--- src/rtl/pipeline_pkg.sv ---
// Shared constants and helpers for the pipeline stage registers (IF/ID, ID/EX, EX/MEM, MEM/WB).
package pipeline_pkg;

   localparam int unsigned DEF_ADDR_W   = 64;
   localparam int unsigned DEF_INSTR_W  = 32;
   localparam logic [31:0] DEF_NOP_INSN = 32'h0000_0013;  // addi x0,x0,0
   localparam logic        RST_VALID    = 1'b0;

   typedef enum logic [1:0] {
      ActLoad,
      ActStall,
      ActFlush
   } stage_action_e;

   // Flush beats stall, stall beats load.
   function automatic stage_action_e stage_action(input logic flush, input logic write);
      if (flush) begin
         return ActFlush;
      end else if (!write) begin
         return ActStall;
      end
      return ActLoad;
   endfunction

endpackage

--- src/rtl/sat_counter.sv ---
// Event counter with asynchronous active-low clear that sticks at all-ones instead of wrapping.
module sat_counter #(
   parameter int unsigned CNT_W = 16
) (
   input  logic             clk,
   input  logic             reset,
   input  logic             inc,
   output logic [CNT_W-1:0] count
);

   always_ff @(posedge clk or negedge reset) begin
      if (!reset) begin
         count <= '0;
      end else if (inc && (count != '1)) begin
         count <= count + CNT_W'(1);
      end
   end

endmodule

--- src/rtl/if_id_pipeline_register.sv ---
// IF/ID stage register: captures fetch PC/instruction, holds on stall, inserts a NOP bubble on flush,
// and keeps saturating stall/flush event counters for debug.
module if_id_pipeline_register
   import pipeline_pkg::*;
#(
   parameter int unsigned          ADDR_W   = DEF_ADDR_W,
   parameter int unsigned          INSTR_W  = DEF_INSTR_W,
   parameter int unsigned          CNT_W    = 16,
   parameter logic [INSTR_W-1:0]   NOP_INSN = INSTR_W'(DEF_NOP_INSN)
) (
   input  logic               clk,
   input  logic               reset,
   input  logic [ADDR_W-1:0]  pc_in,
   input  logic [INSTR_W-1:0] instr_in,
   input  logic               if_id_write,
   input  logic               flush,
   output logic [ADDR_W-1:0]  pc_out,
   output logic [INSTR_W-1:0] instr_out,
   output logic               valid_out,
   output logic [CNT_W-1:0]   stall_count,
   output logic [CNT_W-1:0]   flush_count
);

   stage_action_e action;
   logic          stall_evt;
   logic          flush_evt;

   always_comb begin
      action    = stage_action(flush, if_id_write);
      stall_evt = (action == ActStall);
      flush_evt = (action == ActFlush);
   end

   // The bubble is a constant, so whatever is on instr_in during a flush never reaches decode.
   always_ff @(posedge clk or negedge reset) begin
      if (!reset) begin
         pc_out    <= '0;
         instr_out <= NOP_INSN;
         valid_out <= RST_VALID;
      end else begin
         unique case (action)
            ActFlush: begin
               pc_out    <= pc_in;
               instr_out <= NOP_INSN;
               valid_out <= 1'b0;
            end
            ActLoad: begin
               pc_out    <= pc_in;
               instr_out <= instr_in;
               valid_out <= 1'b1;
            end
            default: ;  // stall: hold everything, including a held bubble's valid=0
         endcase
      end
   end

   sat_counter #(
      .CNT_W(CNT_W)
   ) u_stall_cnt (
      .clk  (clk),
      .reset(reset),
      .inc  (stall_evt),
      .count(stall_count)
   );

   sat_counter #(
      .CNT_W(CNT_W)
   ) u_flush_cnt (
      .clk  (clk),
      .reset(reset),
      .inc  (flush_evt),
      .count(flush_count)
   );

endmodule

--- config.mk ---
export PLATFORM = sky130hd
export DESIGN_NAME = if_id_pipeline_register
export DESIGN_NICKNAME = d
export VERILOG_FILES = /design/src/rtl/pipeline_pkg.sv /design/src/rtl/sat_counter.sv /design/src/rtl/if_id_pipeline_register.sv
export SDC_FILE = /design/constraint.sdc
export NUM_CORES = 1
export LEC_CHECK = 0
export BUFFER_PORTS_ARGS = -buffer_cell sky130_fd_sc_hd__buf_2
export CORE_MARGIN = 1.5
export CORE_UTILIZATION = 48
export CTS_BUF_LIST = sky130_fd_sc_hd__clkbuf_16
export CTS_CLUSTER_DIAMETER = 60
export CTS_CLUSTER_SIZE = 28
export DETAILED_ROUTE_END_ITERATION = 10
export GPL_ROUTABILITY_DRIVEN = 0
export HOLD_SLACK_MARGIN = 0.02
export PLACE_DENSITY = 0.81
export REMOVE_ABC_BUFFERS = 1
export SLEW_MARGIN = 20
export SYNTH_ARGS = -nofsm -noshare
export SYNTH_HDL_FRONTEND = slang
export SYNTH_SLANG_ARGS = --single-unit
--- constraint.sdc ---
create_clock -name clk -period 2.2 [get_ports clk]
set_clock_uncertainty 0.1 [all_clocks]
set_input_delay 0.33 -clock clk [delete_from_list [all_inputs] [get_ports clk]]
set_output_delay 0.33 -clock clk [all_outputs]
set_load 0.05 [all_outputs]
==> Yosys cells after proc, flatten, opt, wreduce, memory -nomap -nowiden <==
Cells that the tools add are included.
{ "word_totals": {"reg_bits": 129, "inputBits": 100, "out_inout_bits": 129, "elab_cells": 23} }
{ "classes": {"n_addsub": 2, "n_eq_ne": 4, "mux": 7, "reduce_logical": 5} }
{ "op_table": {"columns": ["operator", "count"], "rows": [
  ["$pmux 32 s2", 1],
  ["$add 16x1->16 const B", 2],
  ["$ne 16x16->1 const B", 2],
  ["$mux 2", 3],
  ["$eq 2x1->1 const B", 1],
  ["$eq 2x2->1 const B", 1],
  ["$logic_and 1x1->1", 2],
  ["$logic_not 2->1", 1],
  ["$mux 1", 2],
  ["$pmux 1 s2", 1],
  ["$reduce_bool 2->1", 1],
  ["$reduce_or 2->1", 1]
]} }

==> Logic depth before layout (Yosys ltp) <==
{ "depth": {"depth_word": 5, "mapped_depth": 6, "ltp_nobuf": 5} }

==> Modules after synthesis <==
Synthesis repeated with hierarchy kept, for this count alone.
{ "unflattened": {"cells_unflattened": 388, "hier_area_um2": 5683.0} }
{ "modules_own_cells": {"columns": ["mod", "instances", "cells_per_inst", "area_per_inst_um2", "seq_area_each_um2"], "rows": [
  ["if_id_pipeline_register", 1, 244, 3963.8, 2431.1],
  ["sat_counter", 2, 72, 859.6, 400.4]
]} }

==> Worst setup path after synthesis <==
Ideal clock, no wire load.
{ "synth_path": {"path_type": "flip-flop to flip-flop", "startpoint": "register u_stall_cnt.count[0]", "endpoint": "register u_stall_cnt.count[1]", "setup_time_ns": 0.128, "arrival_time_ns": 1.974, "setup_slack_ns": -0.002, "path_stages_with_launch": 7, "path_buffers": 1, "cell_sequence": "dfrtp_1 -> ha_1 -> nand2_1 -> or3_1 -> buf_2 -> o21ai_2 -> mux2_1"} }
{ "synth_between": {"elab_chain_len": 2, "word_cells_on_any_way": 3} }
{ "synth_lines": {"columns": ["element", "line", "text"], "rows": [
  ["start, declared", "sat_counter.sv:8", "output logic [CNT_W-1:0] count"],
  ["start signal, assigned", "sat_counter.sv:15", "count <= count + CNT_W'(1);"],
  ["parallel branches: the longest is 2 deep, another holds $add 16x1->16", null, null]
]} }
Parallel ways; which one is timed is not known.
A chain may end at the register's enable or synchronous reset.

==> Worst setup path in the final report <==
{ "layout_path": {"startpoint": "register u_flush_cnt.count[12]", "endpoint": "register u_flush_cnt.count[1]"} }
{ "layout_between": {"elab_chain_len": 2} }
{ "layout_lines": {"columns": ["element", "line", "text"], "rows": [
  ["start, declared", "sat_counter.sv:8", null],
  ["start signal, assigned", "sat_counter.sv:15", null],
  ["$ne 16x16->1", "sat_counter.sv:14", "end else if (inc && (count != '1)) begin"],
  ["$logic_and 1x1->1", "sat_counter.sv:14", null]
]} }
Every way passes these cells.

==> flow_summary_export.csv <==
group,metric,value,unit
worst_setup_path,reg2reg_depth,4,
timing,setup_viol,0,
yosys,syn-cell-area,5319,um^2
timing,period_needed,1.935,ns
clocking,clockBufferDepth,2,
clocking,cts_sinks,129,
status,status,"completed",
yosys,yosysUniqueCellTypes,44,
power,peakVddDrop,0.9004,mV
clocking,cts_resized,0,
yosys,yosys-top-cells-area,"dfrtp_1 (59%), nand2_1 (14%), mux2i_1 (5.5%)",
yosys,yosysTopAreaCellShare,0.5928,
finish,num_antenna_cells,0,
timing,slew_violations,0,
worst_setup_path,worstReg2RegEnd,"u_flush_cnt.count[1]",
finish,fin_nets,882,
clocking,clkLatencyLatePin,0.40,ns
power,power_leakage,4.076,nW
clocking,cts_root_buffer,"clkbuf_16",
worst_setup_path,r2r_setup_slack,0.26,ns
power,total_power,7.715,mW
timing,tns,0,ns
floorplanning,core_area,10840,um^2
yosys,synth-seq-cells,129,
timing,finalWorstSetupSlack,0.2649,ns
global_route,antenna_found_initial,0,
timing,hold_viol,0,
routing,ant_nets,0,
worst_hold_path,hp-start,"pc_in[15]",
floorplanning,fp-row-count,38,
global_route,grt_pass1_vias,4478,
routing,drtIter0Drc,195,
place,dpl.hpwl,9.129,mm
routing,wirelength,13.69,mm
worst_setup_path,worst-setup-path-type,"reg2reg",
yosys,ys_seq_area_frac,0.6076,
worst_setup_path,crit_required,2.38,ns
clocking,clk_pin_slew_worst_paths,0.05,ns
finish,drive_above_1_share,0.3518,
floorplanning,die_area,11720,um^2
timing,slew_headroom,0.5580,
worst_setup_path,endpoint,"u_flush_cnt.count[1]",
yosys,synth_ff_type,"dfrtp_1",
timing,worst_pin_slew,0.6630,ns
timing,fmaxAchievable,516.8,MHz
floorplanning,die_x,108.3,um
routing,dr.pass1.iters,4,
job,maxCapViolations,0,
routing,wl_per_cell,14.67,um
clocking,htreeDepth,4,
finish,final_cell_mix,"buf_2 (227), nand2_1 (201), dfrtp_1 (126), nor2_1 (35), mux2i_1 (29)",
yosys,synth.avg_cell_area,10.09,um^2
global_route,grt_start_max_net_pins,130,
global_route,grtUsageTotal,0.2337,
global_route,grt_pass1_wl,21.11,mm
clocking,numCtsBuffers,17,
timing,finalCritPeriodShare,0.8796,
worst_setup_path,path_max_fanout,7,
yosys,synth_edf_count,0,
power,powerDensity,1029,nW/um^2
finish,layout_commonest_cell,"buf_2",
routing,post-route-drc-count,0,
place,place_ws,0.2902,ns
finish,area_growth,40.91,%
floorplanning,die_h,108.3,um
floorplanning,io_pins,229,
yosys,synth-async-reset-ratio,1.000,
worst_setup_path,critPathCaptureType,"register",
floorplanning,start_util,0.4907,
global_route,grt_overflow,0,
routing,vias_per_cell,5.018,
worst_setup_path,reg2reg_from,"u_flush_cnt.count[12]",
worst_setup_path,startpoint_type,"register",
worst_hold_path,hold_path_class,"in2reg",
timing,rsz0062_at_grt,"false",
place,port_buffers,228,
yosys,netlist_instances,527,
yosys,synth_top_cell_by_area,"dfrtp_1",
worst_setup_path,arrival,2.12,ns
worst_setup_path,cp-startpoint,"u_flush_cnt.count[12]",
clocking,cts_tree,"built",
routing,num_vias,4682,
yosys,ys_warn_count,0,
timing,whs,0.03271,ns
==> layout make-up <==
class	instances	area (um^2)
inverters	2	7.507
clock inverters	15	198.9
multi-input cells	369	1974
repair buffers	261	1481
fillers	833	3346
clock buffers	17	425.4
well taps	140	175.2
flip-flops and latches	129	3232
==> layer usage <==
metal	vias to the layer above	track usage	part of all wire
met1	2279	0.2703	0.40
met5	-	0	0
met3	28	0.04340	0.051
met4	0	0.1212	0.027
met2	161	0.4123	0.52
li1	2214	-	-
==> flip-flops by register name, summed over array words and instances (netlist names) <==
| signal | cells |
|---|---|
| u_flush_cnt.count | 16 |
| pc_out | 64 |
| instr_out | 32 |
| valid_out | 1 |
| u_stall_cnt.count | 16 |
==> metrics by stage <==
stage | area (um^2) | instances | utilization
final | 7495 | 933 | 0.6914
after global routing | 7495 | 933 | 0.6914
after CTS | 7495 | 933 | 0.6914
after detailed placement | 6610 | 875 | 0.6098
after global placement | 6610 | 875 | 0.6098
after floorplan | 5209 | 500 | -
==> report_power, final <==
part	switching [mW]	internal, mW
clock network	0.980	1.98
logic	1.40	0.485
registers	0.240	2.63
total	2.62	5.10
==> what timing repair did <==
action / 4_1_cts / 5_1_grt
setup buffers: 0 / 0
hold endpoints to repair: 151 / 0
hold buffers: 26 / 0
==> worst max-delay path: stages, from the launching register on <==
cell and delay (ns):
dfrtp_1 0.45, nand4_2 0.17, or4_4 0.58, o21ai_4 0.16
mux2_1 0.34
==> kinds of logic after synthesis <==
kind of cell / Yosys count / share of synthesized area
xor+xnor: 24 / 0.03952
simple gates: 288 / 0.2315
buf+inv: 29 / 0.02211
fa+ha+maj: 2 / 0.004704
compound gates: 22 / 0.03153
mux: 33 / 0.06304
flops: 129 / 0.6076
==> worst min-delay path by stage <==
stage                    endpoint  slack [ns]  cells after the start
floorplan           instr_out[10]       -0.07                      0
finish                 pc_out[15]        0.03                      3
detailed placement      pc_out[6]        0.35                      2
CTS                    pc_out[17]        0.02                      3
global placement       pc_out[15]        0.34                      2
global route           pc_out[14]        0.03                      3
==> synth_stat cells (2+ instances only) <==
library cell,count
a21oi_1,4
dfstp_2,3
o21ai_1,4
a211o_1,3
dfrtp_1,126
and4_1,3
mux2_1,2
ha_1,2
nor4_1,2
inv_1,2
xor2_1,3
and3_1,7
mux2_2,2
mux2i_1,29
nand2_1,201
nor3_1,4
a21oi_2,2
nor2_1,35
clkbuf_1,15
nand4_1,7
o21ai_0,2
buf_1,5
xnor2_1,21
nand3_1,12
nor4b_1,2
nor2b_1,3
and2_1,3
buf_2,7
Power figures use the tool's default switching activity.
